<file path="src/rtl/dram_bank_ctrl.sv">
// Single-bank DRAM command sequencer with a one-entry request buffer and ACT/RD/WR/PRE/REF timing.
// Define BK_CLOSE_PAGE_EN for close-page policy (precharge after every RD/WR); default is open-page.
module dram_bank_ctrl #(
    parameter int ID_WIDTH = 4,
    parameter int RA_WIDTH = 15,
    parameter int CA_WIDTH = 10,
    parameter int TW       = 6
) (
    input  logic                clk,
    input  logic                rst,
    input  logic                req_valid,
    input  logic [ID_WIDTH-1:0] req_id,
    input  logic [RA_WIDTH-1:0] req_ra,
    input  logic [CA_WIDTH-1:0] req_ca,
    input  logic [3:0]          req_len,
    input  logic                req_wr,
    output logic                req_ready,
    input  logic [TW-1:0]       t_rcd,
    input  logic [TW-1:0]       t_rp,
    input  logic [TW-1:0]       t_ras,
    input  logic [TW-1:0]       t_rfc,
    input  logic [TW-1:0]       t_rtp,
    input  logic [TW-1:0]       t_wtp,
    input  logic                ref_due,
    output logic                ref_ack,
    output logic                act_req,
    output logic                rd_req,
    output logic                wr_req,
    output logic                pre_req,
    output logic                ref_req,
    input  logic                act_gnt,
    input  logic                rd_gnt,
    input  logic                wr_gnt,
    input  logic                pre_gnt,
    input  logic                ref_gnt,
    output logic [RA_WIDTH-1:0] sched_ra,
    output logic [CA_WIDTH-1:0] sched_ca,
    output logic [ID_WIDTH-1:0] sched_id,
    output logic [3:0]          sched_len
);

    typedef enum logic [2:0] {IDLE, ACTIVATING, ACTIVE, PRECHARGING, REFRESHING} state_e;

    state_e                state_q, state_d;
    logic                  buf_vld_q, buf_vld_d;
    logic [ID_WIDTH-1:0]   buf_id_q, buf_id_d;
    logic [RA_WIDTH-1:0]   buf_ra_q, buf_ra_d;
    logic [CA_WIDTH-1:0]   buf_ca_q, buf_ca_d;
    logic [3:0]            buf_len_q, buf_len_d;
    logic                  buf_wr_q, buf_wr_d;
    logic [RA_WIDTH-1:0]   open_row_q, open_row_d;
    logic [TW-1:0]         tmr_q, tmr_d;
    logic [TW-1:0]         ras_q, ras_d;
    logic [TW-1:0]         rtp_q, rtp_d;
    logic [TW-1:0]         wtp_q, wtp_d;
    logic                  row_hit, pre_ok, serve, need_pre;

    // Loading t-1 on a grant makes a counter hit 0 exactly t cycles later; t=0 behaves as t=1.
    function automatic logic [TW-1:0] dec_sat(input logic [TW-1:0] v);
        return (v == '0) ? '0 : v - TW'(1);
    endfunction

    assign row_hit = (buf_ra_q == open_row_q);
    assign pre_ok  = (ras_q == '0) && (rtp_q == '0) && (wtp_q == '0);

`ifdef BK_CLOSE_PAGE_EN
    logic done_q, done_d;
    assign serve    = buf_vld_q && row_hit && !done_q;
    assign need_pre = buf_vld_q || ref_due || done_q;
`else
    assign serve    = buf_vld_q && row_hit;
    assign need_pre = buf_vld_q || ref_due;
`endif

    // Outputs depend only on state, never on grants, so same-cycle grants form no loop.
    always_comb begin
        req_ready = !buf_vld_q && !ref_due;
        act_req   = 1'b0;
        rd_req    = 1'b0;
        wr_req    = 1'b0;
        pre_req   = 1'b0;
        ref_req   = 1'b0;
        sched_ra  = '0;
        sched_ca  = '0;
        sched_id  = '0;
        sched_len = '0;
        unique case (state_q)
            IDLE: begin
                if (buf_vld_q) begin
                    act_req  = 1'b1;
                    sched_ra = buf_ra_q;
                end else if (ref_due) begin
                    ref_req = 1'b1;
                end
            end
            ACTIVE: begin
                if (serve) begin
                    rd_req    = !buf_wr_q;
                    wr_req    = buf_wr_q;
                    sched_ra  = buf_ra_q;
                    sched_ca  = buf_ca_q;
                    sched_id  = buf_id_q;
                    sched_len = buf_len_q;
                end else if (need_pre && pre_ok) begin
                    pre_req  = 1'b1;
                    sched_ra = open_row_q;
                end
            end
            default: ;
        endcase
    end

    assign ref_ack = ref_req && ref_gnt;

    always_comb begin
        state_d    = state_q;
        buf_vld_d  = buf_vld_q;
        buf_id_d   = buf_id_q;
        buf_ra_d   = buf_ra_q;
        buf_ca_d   = buf_ca_q;
        buf_len_d  = buf_len_q;
        buf_wr_d   = buf_wr_q;
        open_row_d = open_row_q;
        tmr_d      = dec_sat(tmr_q);
        ras_d      = dec_sat(ras_q);
        rtp_d      = dec_sat(rtp_q);
        wtp_d      = dec_sat(wtp_q);
`ifdef BK_CLOSE_PAGE_EN
        done_d     = done_q;
`endif
        if (req_valid && req_ready) begin
            buf_vld_d = 1'b1;
            buf_id_d  = req_id;
            buf_ra_d  = req_ra;
            buf_ca_d  = req_ca;
            buf_len_d = req_len;
            buf_wr_d  = req_wr;
        end
        unique case (state_q)
            IDLE: begin
                if (act_req && act_gnt) begin
                    open_row_d = buf_ra_q;
                    ras_d      = dec_sat(t_ras);
                    tmr_d      = dec_sat(t_rcd);
                    state_d    = (dec_sat(t_rcd) == '0) ? ACTIVE : ACTIVATING;
`ifdef BK_CLOSE_PAGE_EN
                    done_d     = 1'b0;
`endif
                end else if (ref_req && ref_gnt) begin
                    tmr_d   = dec_sat(t_rfc);
                    state_d = (dec_sat(t_rfc) == '0) ? IDLE : REFRESHING;
                end
            end
            ACTIVATING: begin
                if (tmr_q <= TW'(1)) state_d = ACTIVE;
            end
            ACTIVE: begin
                if ((rd_req && rd_gnt) || (wr_req && wr_gnt)) begin
                    buf_vld_d = 1'b0;
                    if (rd_req) rtp_d = dec_sat(t_rtp);
                    else        wtp_d = dec_sat(t_wtp);
`ifdef BK_CLOSE_PAGE_EN
                    done_d    = 1'b1;
`endif
                end else if (pre_req && pre_gnt) begin
                    tmr_d   = dec_sat(t_rp);
                    state_d = (dec_sat(t_rp) == '0) ? IDLE : PRECHARGING;
                end
            end
            PRECHARGING, REFRESHING: begin
                if (tmr_q <= TW'(1)) state_d = IDLE;
            end
            default: state_d = IDLE;
        endcase
    end

    always_ff @(posedge clk) begin
        if (rst) begin
            state_q    <= IDLE;
            buf_vld_q  <= 1'b0;
            buf_id_q   <= '0;
            buf_ra_q   <= '0;
            buf_ca_q   <= '0;
            buf_len_q  <= '0;
            buf_wr_q   <= 1'b0;
            open_row_q <= '0;
            tmr_q      <= '0;
            ras_q      <= '0;
            rtp_q      <= '0;
            wtp_q      <= '0;
`ifdef BK_CLOSE_PAGE_EN
            done_q     <= 1'b0;
`endif
        end else begin
            state_q    <= state_d;
            buf_vld_q  <= buf_vld_d;
            buf_id_q   <= buf_id_d;
            buf_ra_q   <= buf_ra_d;
            buf_ca_q   <= buf_ca_d;
            buf_len_q  <= buf_len_d;
            buf_wr_q   <= buf_wr_d;
            open_row_q <= open_row_d;
            tmr_q      <= tmr_d;
            ras_q      <= ras_d;
            rtp_q      <= rtp_d;
            wtp_q      <= wtp_d;
`ifdef BK_CLOSE_PAGE_EN
            done_q     <= done_d;
`endif
        end
    end

endmodule
</file>
<file path="config.mk">
export PLATFORM = sky130hd
export DESIGN_NAME = dram_bank_ctrl
export DESIGN_NICKNAME = d
export VERILOG_FILES = /design/src/rtl/dram_bank_ctrl.sv
export SDC_FILE = /design/constraint.sdc
export NUM_CORES = 1
export LEC_CHECK = 0
export CORE_ASPECT_RATIO = 2
export CORE_UTILIZATION = 40
export CTS_CLUSTER_DIAMETER = 50
export DETAILED_ROUTE_END_ITERATION = 10
export DONT_BUFFER_PORTS = 1
export GPL_TIMING_DRIVEN = 0
export PLACE_DENSITY_LB_ADDON = 0.15
export SYNTH_ARGS = -nofsm -noshare
export SYNTH_HDL_FRONTEND = slang
export SYNTH_SLANG_ARGS = --single-unit
</file>
<file path="constraint.sdc">
create_clock -name clk -period 3.2 [get_ports clk]
set_input_delay 0.32 -clock clk [delete_from_list [all_inputs] [get_ports clk]]
set_output_delay 0.32 -clock clk [all_outputs]
set_load 0.1 [all_outputs]
</file>
== After elaboration in Yosys (flattened, before gate mapping) ==
Cells that the tools add are included.
Operators by class
  reductions and logical operators: 33
  equal/unequal tests: 10
  add/subtract/negate cells: 10
  mux-type cells: 58
  order comparisons: 1
Operator list (count)
  6-bit 2-to-1 mux: 22
  6-bit logical NOT: 13
  6-bit by 1-bit subtractor with 6-bit output (second input constant): 10
  15-bit 2-to-1 mux: 3
  15-bit case mux with 2 select lines: 1
  3-bit 2-to-1 mux: 7
  10-bit 2-to-1 mux: 2
  4-bit 2-to-1 mux: 4
  15-bit == test: 1
  1-bit 2-to-1 mux: 15
  3-bit case mux with 4 select lines: 1
  6-bit case mux with 2 select lines: 1
  1-bit logical AND: 11
  2-bit != test (second input constant): 4
  3-bit by 2-bit == test with 1-bit output (second input constant): 2
  6-bit by 1-bit less-or-equal comparator with 1-bit output (second input constant): 1
  5-bit AND reduction: 1
  2-bit 2-to-1 mux: 2
  3-bit by 1-bit == test with 1-bit output (second input constant): 1
  3-bit == test (second input constant): 1
  1-bit logical NOT: 3
  3-bit logical NOT: 1
  3-bit != test (second input constant): 1
  1-bit logical OR: 2
  2 further kinds: 2
Storage, ports and cells
  output and inout port bits: 40
  register bits: 77
  input port bits: 79

== Logic depth before layout (Yosys ltp) ==
Gate-level depths: netlist (run 1).
  word-level depth: 11
  mapped depth: 8

== Worst setup path before layout (run 1) ==
No wires, ideal clock.
  path kind: reg2out
  from: reg buf_vld_q
  to: out sched_ra[0]
  arrival: 3669 ps
  stages on the path, launching flop included: 7
  buffers on the path: 2
  slack: -789 ps
  cell sequence: dfxtp_1 -> nor2_1 -> nor2_1 -> and4_2 -> buf_2 -> buf_1 -> a22o_1
On the way
  cells in the longest elaborated chain, start to end: 5
  elaborated cells between the ends (all ways): 7
  those cells by class: mux: 4; reduce/logical: 3
RTL lines
  start: declaration: line 45  | logic buf_vld_q, buf_vld_d;
  start signal: assignment: line 196  | buf_vld_q <= buf_vld_d;
  1-bit logical OR: line 72  | assign need_pre = buf_vld_q || ref_due;
  1-bit logical AND: line 104  | end else if (need_pre && pre_ok) begin
  15-bit 2-to-1 mux: line 104
  15-bit 2-to-1 mux: line 97  | if (serve) begin
  15-bit case mux with 2 select lines (*): line 87  | unique case (state_q)
  end: declaration: line 36  | output logic [RA_WIDTH-1:0] sched_ra,
Mark *: on every way between the ends. The rest lies on a longest branch, timed or not.

== Worst setup path after layout (run 1) ==
  from: reg buf_ra_q[4]
  to: out sched_len[0]
On the way
  cells in the longest elaborated chain, start to end: 4
RTL lines
  start: declaration: line 47  | logic [RA_WIDTH-1:0] buf_ra_q, buf_ra_d;
  start signal: assignment: line 198  | buf_ra_q <= buf_ra_d;
  15-bit == test: line 63  | assign row_hit = (buf_ra_q == open_row_q);
  1-bit logical AND: line 71  | assign serve = buf_vld_q && row_hit;
  4-bit 2-to-1 mux: line 97
  4-bit 2-to-1 mux: line 87
  end: declaration: line 39  | output logic [3:0] sched_len
No other way between the ends.

==> key figures, run 1 <==
Power
  – Peak supply drop: 0.3581 mV
  – Clock power share: 26.1%
  – PwrDens: 709.4 nW/um2
  – Leakage: 0.002021 uW
  – Sw frac: 38.19%
  – Sequential share of power: 33.1%
  – Psw: 1445 uW
  – Pint: 2338 uW
  – Combinational Power Share: 40.8%

Floorplanning
  – Starting Density: 41.48%
  – Die height: 155.5 um
  – Core ar.: 11,350 um2
  – Die Wd: 78.73 um
  – Rows: 55
  – IO Pins: 119
  – Full die area: 12,240 um2

Place
  – Hpwl dp: 10,540 um
  – Placer Congestion: 0.8243
  – Place WS: -0.3957 ns
  – Port Buffer Count: 0

Synth
  – Synthesized cell area: 4710 um2
  – Ys Warns: 0
  – Asr flop ratio synth: 0%
  – Top-area cell type share of the netlist area: 32.73%
  – Syn Nets: 715
  – Synth cell types: 61
  – Syn avg cell area: 7.658 um2
  – Seq cells post-synth: 77
  – Primary FF master, synth: dfxtp_1
  – Sequential area share after synthesis: 32.73%
  – Post-synth EDFFs: 0
  – Cells after Synth: 615
  – Top cells by area, synth: dfxtp_1 (33%), nand2_1 (9.8%), a21oi_1 (7.2%), ha_1 (5.6%), xnor2_1 (5.6%)
  – Post-synth top area cell: dfxtp_1

Global route
  – Total track usage: 22.67%
  – Number of global-route vias before repair: 4,470
  – Total global routing overflow: 0
  – Global-route wire length before repair: 21,290 um
  – Initial antenna violation count: 0
  – Largest net degree at the start of global routing: 13

Routing
  – 1st-iter DRT viols: 175
  – Wire length per cell: 17.23 um
  – DR pass1 iterations: 5
  – Vias: 4,387
  – Final ANT Viol Nets: 0
  – Vias per inst: 5.683
  – Post-Route WL: 13,300 um
  – Drt drc: 0

Flow run
  – Max-cap violations: 0

Clock tree
  – Clk root buf: clkbuf_16
  – Setup Fix Bufs, Post-CTS: 0
  – Cts bufs inserted: 9
  – Clock tree sinks: 77
  – Worst-Skew Late Latency: 0.33 ns
  – H-tree depth: 3
  – Clock Path Buffers: 2
  – Worst-path clk slew: 0.06 ns
  – CTS tree: built

Finish
  – Multi-input gate area: 3100 um2
  – Layout cells sized above 1: 13.02%
  – FF/Latch Area: 1541 um2
  – Commonest non-fill, non-tap cell in the layout: nand2_1
  – FILL cells: 1,147
  – Area growth syn-to-layout: 13.23%
  – Most frequent cells in the layout: nand2_1 (123), dfxtp_1 (77), a21oi_1 (68)
  – Diode count: 0
  – Count of nets after finishing: 726

Timing
  – Post-Route Setup TNS: 0 ns
  – Crit path time final: 3.100 ns
  – Final Hold Slack: 0.1142 ns
  – Worst slew pin tran: 1.007 ns
  – RSZ-0062 raised after global routing: yes
  – Final max-slew violation count: 0
  – Highest clock rate: 322.5 MHz
  – Worst rel slew slack: 32.63%
  – # setup viols final: 0
  – Crit share post-route: 96.89%
  – Clock skew: 0.005591 ns
  – Final worst slack: 0.09960 ns
  – Hold Fails Final Rpt: 0

Setup path
  – Crit-path leading delay family: simple AND/OR/NAND/NOR gates
  – CP Class: reg -> out
  – CP Buf/Inv Count: 1
  – Critical Path Start: buf_ra_q[4]$_SDFFE_PP0P_
  – WP depth: 6
  – Endpoint type of the worst setup path: output pin
  – CP Max Fanout: 10
  – Worst EP arrival: 2.78 ns
  – Worst path max stage delay: 0.61 ns
  – Reg2Reg Capture Point: tmr_q[3]$_SDFF_PP0_
  – Slowest-stage cell, CP: or4_4
  – Worst r2r path cells: 8
  – R2r setup slk: 0.53 ns
  – Critical Path RT: 2.88 ns
  – End of the critical path: sched_len[0]
  – Type of origin of the critical path: register
  – R2r startpoint: state_q[1]$_SDFFE_PP0P_
  – Worst-path cell chain: xnor2_1 > nand4_1 > or4_4 > nor2_4 > clkbuf_1 > and2_2

Run status
  – Outcome: finished clean

Min path
  – Min-Delay Path Class: in -> reg
  – Hold path cells: 2
-- layer usage --
layer  global-route usage (%)  wire length [um]  vias up
li1                         -                 -     2162
met1                    21.29              4625     2063
met2                    43.98              7491      128
met3                    4.868               654       34
met4                    11.99               532        0
met5                        0                 0        -
-- worst min-delay path by stage --
stage / from / to / slack (ns)
after floorplan: buf_ca_q[0]$_SDFFE_PP0P_ / buf_ca_q[0]$_SDFFE_PP0P_ / 0.43
after global placement: buf_len_q[0]$_SDFFE_PP0P_ / buf_len_q[0]$_SDFFE_PP0P_ / 0.44
after detailed placement: buf_len_q[2]$_SDFFE_PP0P_ / buf_len_q[2]$_SDFFE_PP0P_ / 0.44
after CTS: req_ca[4] / buf_ca_q[4]$_SDFFE_PP0P_ / 0.11
after global routing: req_ca[4] / buf_ca_q[4]$_SDFFE_PP0P_ / 0.10
final: req_ra[3] / buf_ra_q[3]$_SDFFE_PP0P_ / 0.11
-- layout make-up --
type,instances,share of cell area [%]
well taps,142,3.332
multi-input cells,482,58.14
inverters,27,1.901
clock inverters,5,0.9855
clock buffers,10,4.294
flip-flops and latches,77,28.91
plain buffers,29,2.440
-- state kept, by name (all words and copies together) (netlist names) --
name	flops
buf_ra_q	15
open_row_q	15
buf_ca_q	10
ras_q	6
rtp_q	6
tmr_q	6
wtp_q	6
buf_id_q	4
buf_len_q	4
state_q	3
buf_vld_q	1
buf_wr_q	1
-- worst reg2reg max path: stages (launching register included) --
cell and delay, ns:
dfxtp_1 0.29, buf_2 0.17, nor3_2 0.45, and4b_1 0.24, buf_2 0.51, o21ai_0 0.34, o22ai_1 0.36, a21oi_1 0.08
o211ai_1 0.16
-- cells in the mapped netlist, types with 10 or more instances --
master / number
a21oi_1: 68
a22o_1: 15
and2_1: 22
clkbuf_1: 22
dfxtp_1: 77
ha_1: 21
inv_1: 27
nand2_1: 123
nand3_1: 10
nor2_1: 41
nor3_1: 33
xnor2_1: 30
-- power by group through the flow --
stage	clock, uW	combinational, uW	sequential, uW
floorplan	0	1250	1230
global placement	0	1480	1260
detailed placement	0	1520	1270
CTS	1010	1550	1250
global route	1050	1720	1280
finish	986	1540	1250
-- repair_timing --
action / 4_1_cts / 5_1_grt
pin swaps: 1 / 2
hold buffers: 0 / 0
endpoints found under the setup margin: 34 / 29
gates resized for setup: 42 / 4
-- through the flow --
| step | cells | utilization (%) | instance area [um2] | power (uW) |
|---|---|---|---|---|
| after floorplan | 615 | - | 4741 | 2478 |
| after global placement | 757 | 43.32 | 4918 | 2741 |
| after detailed placement | 757 | 43.37 | 4925 | 2788 |
| after CTS | 772 | 46.88 | 5323 | 3803 |
| after global routing | 772 | 46.96 | 5333 | 4046 |
| final | 772 | 46.96 | 5333 | 3783 |
-- cells by family (layout without fill, tap and decap cells) --
| group | Yosys count | count (layout) | synth area share, % |
|---|---|---|---|
| multiplexers | 11 | 11 | 2.444 |
| flip-flops | 77 | 77 | 32.73 |
| adder cells (fa/ha/maj) | 21 | 21 | 5.579 |
| XOR/XNOR | 38 | 38 | 7.067 |
| buffers and inverters | 56 | 71 | 4.676 |
| AO/OA/AOI/OAI | 139 | 139 | 19.05 |
| AND/OR/NAND/NOR | 273 | 273 | 28.45 |
(Power assumes the default switching activity.)
==> run 2: changes to the inputs <==
--- a/config.mk
+++ b/config.mk
@@ -11,6 +11,7 @@
 export DETAILED_ROUTE_END_ITERATION = 10
 export DONT_BUFFER_PORTS = 1
 export GPL_TIMING_DRIVEN = 0
+export HOLD_SLACK_MARGIN = 0.08
 export PLACE_DENSITY_LB_ADDON = 0.15
 export SYNTH_ARGS = -nofsm -noshare
 export SYNTH_HDL_FRONTEND = slang
==> results of run 2 <==
Same layout as run 1: the final DEF is identical, and so are final timing and power.
